File: src/rtl/ttrng_sample_ctrl.sv
// Sequencer for the SR-latch entropy network: arm, race, settle, sample,
// byte packing on a valid/ready port, and a repetition-count health test.
module ttrng_sample_ctrl #(
    parameter int ARM_CYCLES    = 2,
    parameter int SETTLE_CYCLES = 4,
    parameter int REP_LIMIT     = 16
) (
    input  logic       clk,
    input  logic       rst_n,
    input  logic       ena,
    input  logic       raw_bit,
    output logic       latch_s,
    output logic       latch_r,
    output logic [7:0] out_data,
    output logic       out_valid,
    input  logic       out_ready,
    output logic       busy,
    output logic       health_fail
);

    typedef enum logic [2:0] {
        S_INIT, S_IDLE, S_ARM, S_SETTLE, S_SAMPLE, S_PRESENT, S_FAULT
    } state_t;

    localparam logic [7:0] ARM_LAST    = 8'(ARM_CYCLES - 1);
    localparam logic [7:0] SETTLE_LAST = 8'(SETTLE_CYCLES - 1);
    localparam logic [7:0] REP_MAX     = 8'(REP_LIMIT);

    state_t     r_state;
    state_t     w_state_n;
    logic [7:0] r_cnt;
    logic [3:0] r_bit_cnt;
    logic [6:0] r_shift;
    logic [7:0] r_data;
    logic [7:0] r_rep;
    logic       r_last;
    logic       r_sync1;
    logic       r_sync2;
    logic       r_valid;
    logic [7:0] w_rep_n;
    logic       w_byte_done;

    // r_rep==0 marks "no sample since reset"
    always_comb begin
        w_rep_n = 8'd1;
        if (r_rep != 8'd0 && r_sync2 == r_last)
            w_rep_n = r_rep + 8'd1;
    end

    assign w_byte_done = (r_bit_cnt == 4'd7);

    always_ff @(posedge clk) begin
        if (!rst_n)
            r_state <= S_INIT;
        else
            r_state <= w_state_n;
    end

    always_comb begin
        w_state_n = r_state;
        unique case (r_state)
            S_INIT:
                if (r_cnt == ARM_LAST) w_state_n = S_IDLE;
            S_IDLE:
                if (ena) w_state_n = S_ARM;
            S_ARM:
                if (!ena)                   w_state_n = S_IDLE;
                else if (r_cnt == ARM_LAST) w_state_n = S_SETTLE;
            S_SETTLE:
                if (!ena)                      w_state_n = S_IDLE;
                else if (r_cnt == SETTLE_LAST) w_state_n = S_SAMPLE;
            S_SAMPLE:
                if (!ena)                    w_state_n = S_IDLE;
                else if (w_rep_n == REP_MAX) w_state_n = S_FAULT;
                else if (w_byte_done)        w_state_n = S_PRESENT;
                else                         w_state_n = S_ARM;
            S_PRESENT:
                if (!ena)           w_state_n = S_IDLE;
                else if (out_ready) w_state_n = S_ARM;
            S_FAULT:
                w_state_n = S_FAULT;
            default:
                w_state_n = S_INIT;
        endcase
    end

    always_comb begin
        latch_s     = (r_state == S_ARM);
        latch_r     = !(r_state == S_SETTLE || r_state == S_SAMPLE);
        busy        = (r_state == S_ARM) || (r_state == S_SETTLE) ||
                      (r_state == S_SAMPLE) || (r_state == S_PRESENT);
        health_fail = (r_state == S_FAULT);
        out_valid   = r_valid;
        out_data    = r_data;
    end

    always_ff @(posedge clk) begin
        if (!rst_n) begin
            r_sync1   <= 1'b0;
            r_sync2   <= 1'b0;
            r_cnt     <= 8'd0;
            r_bit_cnt <= 4'd0;
            r_shift   <= 7'd0;
            r_data    <= 8'd0;
            r_rep     <= 8'd0;
            r_last    <= 1'b0;
            r_valid   <= 1'b0;
        end else begin
            r_sync1 <= raw_bit;
            r_sync2 <= r_sync1;
            r_cnt   <= (w_state_n != r_state) ? 8'd0 : r_cnt + 8'd1;
            r_valid <= (w_state_n == S_PRESENT);
            if (r_state == S_SAMPLE && ena) begin
                r_shift   <= {r_shift[5:0], r_sync2};
                r_bit_cnt <= r_bit_cnt + 4'd1;
                r_rep     <= w_rep_n;
                r_last    <= r_sync2;
                if (w_state_n == S_PRESENT)
                    r_data <= {r_shift, r_sync2};
            end
            if (w_state_n == S_IDLE || r_state == S_PRESENT)
                r_bit_cnt <= 4'd0;
        end
    end

endmodule

File: config.mk
export PLATFORM = sky130hd
export DESIGN_NAME = ttrng_sample_ctrl
export DESIGN_NICKNAME = d
export VERILOG_FILES = /design/src/rtl/ttrng_sample_ctrl.sv
export SDC_FILE = /design/constraint.sdc
export NUM_CORES = 1
export LEC_CHECK = 0
export CAP_MARGIN = 10
export CORE_ASPECT_RATIO = 2
export CORE_MARGIN = 2
export CORE_UTILIZATION = 35
export DETAILED_ROUTE_END_ITERATION = 10
export DONT_BUFFER_PORTS = 1
export SYNTH_ARGS = -nofsm -noshare
export SYNTH_HDL_FRONTEND = slang
export SYNTH_SLANG_ARGS = --single-unit
File: constraint.sdc
create_clock -name clk -period 2 [get_ports clk]
set_input_delay 0.4 -clock clk [delete_from_list [all_inputs] [get_ports clk]]
set_output_delay 0.4 -clock clk [all_outputs]
set_load 0.05 [all_outputs]
# Word level (Yosys, flattened, before mapping)
# Cells that the tools add are included.
classes:
  add_sub_neg: 3
  n_eq_ne: 14
  mux: 13
  bitwise_logic: 1
  reduce_logical: 13
op_table:
  columns: ["cell", "n"]
  rows:
  - ["$mux 3", 11]
  - ["$pmux 3 s7", 1]
  - ["$add 8x1->8 const B", 2]
  - ["$eq 3x3->1 const B", 4]
  - ["$eq 8x1->1 const B", 1]
  - ["$eq 8x2->1 const B", 1]
  - ["$eq 8x5->1 const B", 1]
  - ["$mux 8", 1]
  - ["$reduce_bool 8->1", 1]
  - ["$eq 3x1->1 const B", 2]
  - ["$eq 3x2->1 const B", 2]
  - ["$logic_or 1x1->1", 5]
  - ["$add 4x1->4 const B", 1]
  - ["$eq 4x3->1 const B", 1]
  - ["$reduce_or 2->1", 2]
  - ["$logic_not 3->1", 1]
  - ["$ne 3x3->1", 1]
  - ["$logic_and 1x1->1", 2]
  - ["$reduce_and 2->1", 1]
  - ["$eq 1x1->1", 1]
  - ["$logic_not 1->1", 1]
  - ["$not 1->1", 1]
totals:
  reg_bits: 42
  in_bits: 5
  output_inout_bits: 13
  word_cells: 54

# Depth between registers and ports, before layout
logic_depth:
  ltp_word: 10
  mapped_depth: 9
  mapped_depth_nobuf: 7

# Least setup slack after synthesis
# Ideal clock, no wire load.
synth_path:
  path_type: "register to output"
  from: "register r_state[1]"
  to: "output port latch_s"
  arrival_time_ps: 1648
  required_ps: 1600
  setup_slack_ps: -48
  stages_incl_launch_ff: 4
  path_buffers: 1
  path_cell_list: "dfxtp_1 > buf_2 > inv_1 > nor3_1"
synth_via:
  elab_chain_cells: 1
synth_rtl:
  columns: ["element", "line", "source"]
  rows:
  - ["from (decl)", "29", "state_t r_state;"]
  - ["from (signal assigned)", "56", "r_state <= w_state_n;"]
  - ["$eq 3x2->1", "88", "latch_s = (r_state == S_ARM);"]
  - ["to (decl)", "12", "output logic latch_s,"]
# No other way between the ends.

# Worst setup path after layout
layout_path:
  from: "register r_rep[0]"
  to: "register r_valid, in the netlist out_valid"
layout_via:
  elab_chain_cells: 8
  elab_cells_between_ends: 9
  classes_between: "add/sub: 1; eq/ne: 2; mux: 4; reduce/logical: 2"
layout_rtl:
  columns: ["element", "line", "source"]
  rows:
  - ["from (decl)", "35", "logic [7:0] r_rep;"]
  - ["from (signal assigned)", "116", "r_rep <= w_rep_n;"]
  - ["branches (longest 2 deep; another with $add 8x1->8)", null, null]
  - ["$mux 8 *", "46", "if (r_rep != 8'd0 && r_sync2 == r_last)"]
  - ["$eq 8x5->1 *", "74", "else if (w_rep_n == REP_MAX) w_state_n = S_FAULT;"]
  - ["$mux 3 *", "74", null]
  - ["$mux 3 *", "73", "if (!ena) w_state_n = S_IDLE;"]
  - ["$pmux 3 s7 *", "61", "unique case (r_state)"]
  - ["$eq 3x3->1 *", "112", "r_valid <= (w_state_n == S_PRESENT);"]
  - ["to (signal assigned)", "112", null]
  - ["to (decl)", "39", "logic r_valid;"]
# Every way passes the cells marked *.
# A chain may end at the register's enable or synchronous reset.

==> out/results.tsv <==
stage	metric	value	unit
sta	setup_viol	1	
pwr	p_sw	0.599	mW
pwr	power_frac_comb	0.169	
drt	ant_nets	0	
clock_network	cts_tree	built	
pwr	pwr-share-seq	0.400	
floorplanning	dieWidth	61.4	um
drt	dr_total_vias	2041	
clock_network	htreeDepth	2	
pwr	p_int	1.58	mW
clock_network	clk_latency	0.29	ns
critical_path	arrival	2.24	ns
floorplanning	die_area	0.00729	mm^2
pwr	power.leakage	1.10	nW
pwr	ir_drop	0.636	mV
synthesis	avgSynthCellArea	8.50	um^2
place	place_area	0.00257	mm^2
sta	finalHoldViolCount	0	
synthesis	ys.flop_type	dfxtp_1	
sta	fin_skew	0.00486	ns
grt	antenna_found_initial	0	
final_layout	final-seq-area	833	um^2
final_layout	nets	309	
drt	wl	5.59	mm
sta	finalSetupTns	-0.0134	ns
pwr	power.density	751	mW/mm^2
floorplanning	coreArea	0.00636	mm^2
floorplanning	row_count	41	
grt	grt_max_degree	39	
synthesis	ys_types	59	
drt	via_per_inst	5.29	
synthesis	ys_ff_latch	41	
floorplanning	dieHeight	119	um
outcome	status	complete, but fails checks	
sta	setup_ws	-0.0134	ns
sta	tightest_slew	0.507	ns
clock_network	clkSinkCount	41	
clock_network	clockBufferDepth	2	
clock_network	cts-root-buf	clkbuf_16	
clock_network	clk_pin_slew	0.06	ns
pwr	power.total	2.18	mW
sta	period_share	1.01	
hold_path	min_path_cells	1	
place	dp_hpwl	3.84	mm
clock_network	hold_buffers	0	
clock_network	numCtsBuffers	5	
synthesis	async_flop_share	0	
sta	slew_viol_final	0	
final_layout	drive_above_1_share	0.290	
grt	track_usage	0.154	
outcome	violations	setup timing	
pwr	switching_share	0.274	
drt	drtIter0Drc	70	
critical_path	required	2.22	ns
place	io_buffers	0	
final_layout	antenna_cells	0	
critical_path	critPathMaxFanout	7	
critical_path	ff2ff_path_depth	9	
sta	max-slew-margin-rel	0.662	
final_layout	multi_input_area	0.00150	mm^2
sta	grt_setup_unrepaired	yes	
synthesis	syn_area	0.00230	mm^2
drt	routedWlPerCell	14.5	um
critical_path	worstSetupPathType	register to register	
grt	grt_overflow	0	
critical_path	end_kind	register	
floorplanning	start_util	0.362	
sta	timing.fmax	497	MHz
drt	first_pass_iters	4	
grt	grt_pass1_vias	2029	
final_layout	layout_common_cells	36 x nand2_1, 36 x buf_4, 35 x dfxtp_1	
synthesis	syn_nets	281	
sta	fin_crit	2.01	ns
synthesis	synth_edf_count	0	
synthesis	ys_warn_count	0	
pwr	p_clk_frac	0.431	
floorplanning	io_pins	18	
grt	grt_pass1_wl	8.67	mm
hold_path	hold_path.class	input pin to register	
drt	drc	0	
job	maxCapViolations	0	
synthesis	seq_area_frac_synth	0.356	
final_layout	syn2layout_area_growth	26.2	%
final_layout	fin_area	0.00291	mm^2
critical_path	start_kind	register	
place	gp_congestion	0.837	
synthesis	synth_cells	271	
final_layout	fillers	649	
-- sequential cells by signal (all words and copies together), names as in the netlist --
register	count
out_data	8
out_valid	1
r_bit_cnt	4
r_cnt	8
r_rep	8
r_shift	7
r_state	3
r_sync1	1
r_sync2	1
-- routing by layer --
layer	GRT usage	part of all wire
met1	0.158	0.38
met2	0.282	0.56
met3	0.0252	0.030
met4	0.0705	0.024
met5	0	0
-- path summary, 6_finish.rpt --
path | start | to | slack, ns
worst max-delay path | r_rep[0]$_SDFFE_PN0P_ | out_valid$_SDFF_PN0_ | -0.01
worst min-delay path | rst_n | r_rep[2]$_SDFFE_PN0P_ | 0.23
worst max register to register | r_rep[0]$_SDFFE_PN0P_ | out_valid$_SDFF_PN0_ | -0.01
worst min register to register | r_sync1$_SDFF_PN0_ | r_sync2$_SDFF_PN0_ | 0.43
-- worst max-delay path: stages (launching register included) --
cell      delay [ns]
dfxtp_4         0.36
ha_4            0.18
a21o_1          0.20
a211oi_2        0.23
o211ai_1        0.19
buf_4           0.19
nor3_2          0.17
buf_4           0.15
o211a_1         0.16
nor2b_1         0.12
-- synthesized netlist by cell type (4+ instances only) --
library cell  count  area share
inv_1             7       0.011
and2_1            6       0.016
and3_1            5       0.014
o21ai_2           6       0.023
nand3_2           8       0.035
nand2b_1          6       0.016
buf_2             4      0.0087
nor2_1           23       0.037
nand3_1          12       0.026
xnor2_1           4       0.015
a21oi_1           7       0.015
a21boi_0          9       0.029
xor2_1            8       0.030
ha_1              5       0.027
o21ai_0          11       0.024
nand4_1           4       0.011
dfxtp_1          41        0.36
nor3_1            7       0.015
nand2_1          36       0.059
clkbuf_1          8       0.013
o21a_1            4       0.013
-- power groups by stage --
stage | clock network (mW) | logic [mW] | registers [mW]
final | 0.941 | 0.370 | 0.873
after CTS | 0.952 | 0.341 | 0.875
after floorplan | 0 | 0.258 | 0.889
after detailed placement | 0 | 0.339 | 0.894
after global placement | 0 | 0.333 | 0.891
after global routing | 0.978 | 0.403 | 0.877
-- stage by stage --
| stage | worst slack (ns) | utilization | std cells | hold WS, ns |
|---|---|---|---|---|
| floorplan | 0.00673 | - | 271 | 0.412 |
| global placement | -0.0224 | 0.404 | 374 | 0.421 |
| detailed placement | -0.101 | 0.404 | 374 | 0.423 |
| CTS | 0.000356 | 0.433 | 382 | 0.238 |
| global route | -0.151 | 0.457 | 386 | 0.237 |
| finish | -0.0134 | 0.457 | 386 | 0.232 |
-- layout make-up --
type / count / share of cell area
clock buffer: 5 / 0.0430
clock inverter: 3 / 0.0159
inverter: 7 / 0.00904
multi-input combinational: 208 / 0.515
sequential: 41 / 0.287
tap: 86 / 0.0370
timing repair buffer: 36 / 0.0930
-- kinds of logic after synthesis --
family | synth area share
fa+ha+maj | 0.0272
compound gates | 0.222
xor+xnor | 0.0527
buf+inv | 0.0511
flops | 0.356
simple gates | 0.291
-- repair_timing --
item,4_1_cts,5_1_grt
endpoints found under the setup margin,15,23
pin swaps,2,4
endpoints found under the hold margin,0,0
buffers inserted,0,3
resized for setup,3,22
gates cloned,0,1
No activity file was read; power rests on OpenSTA's default activity.
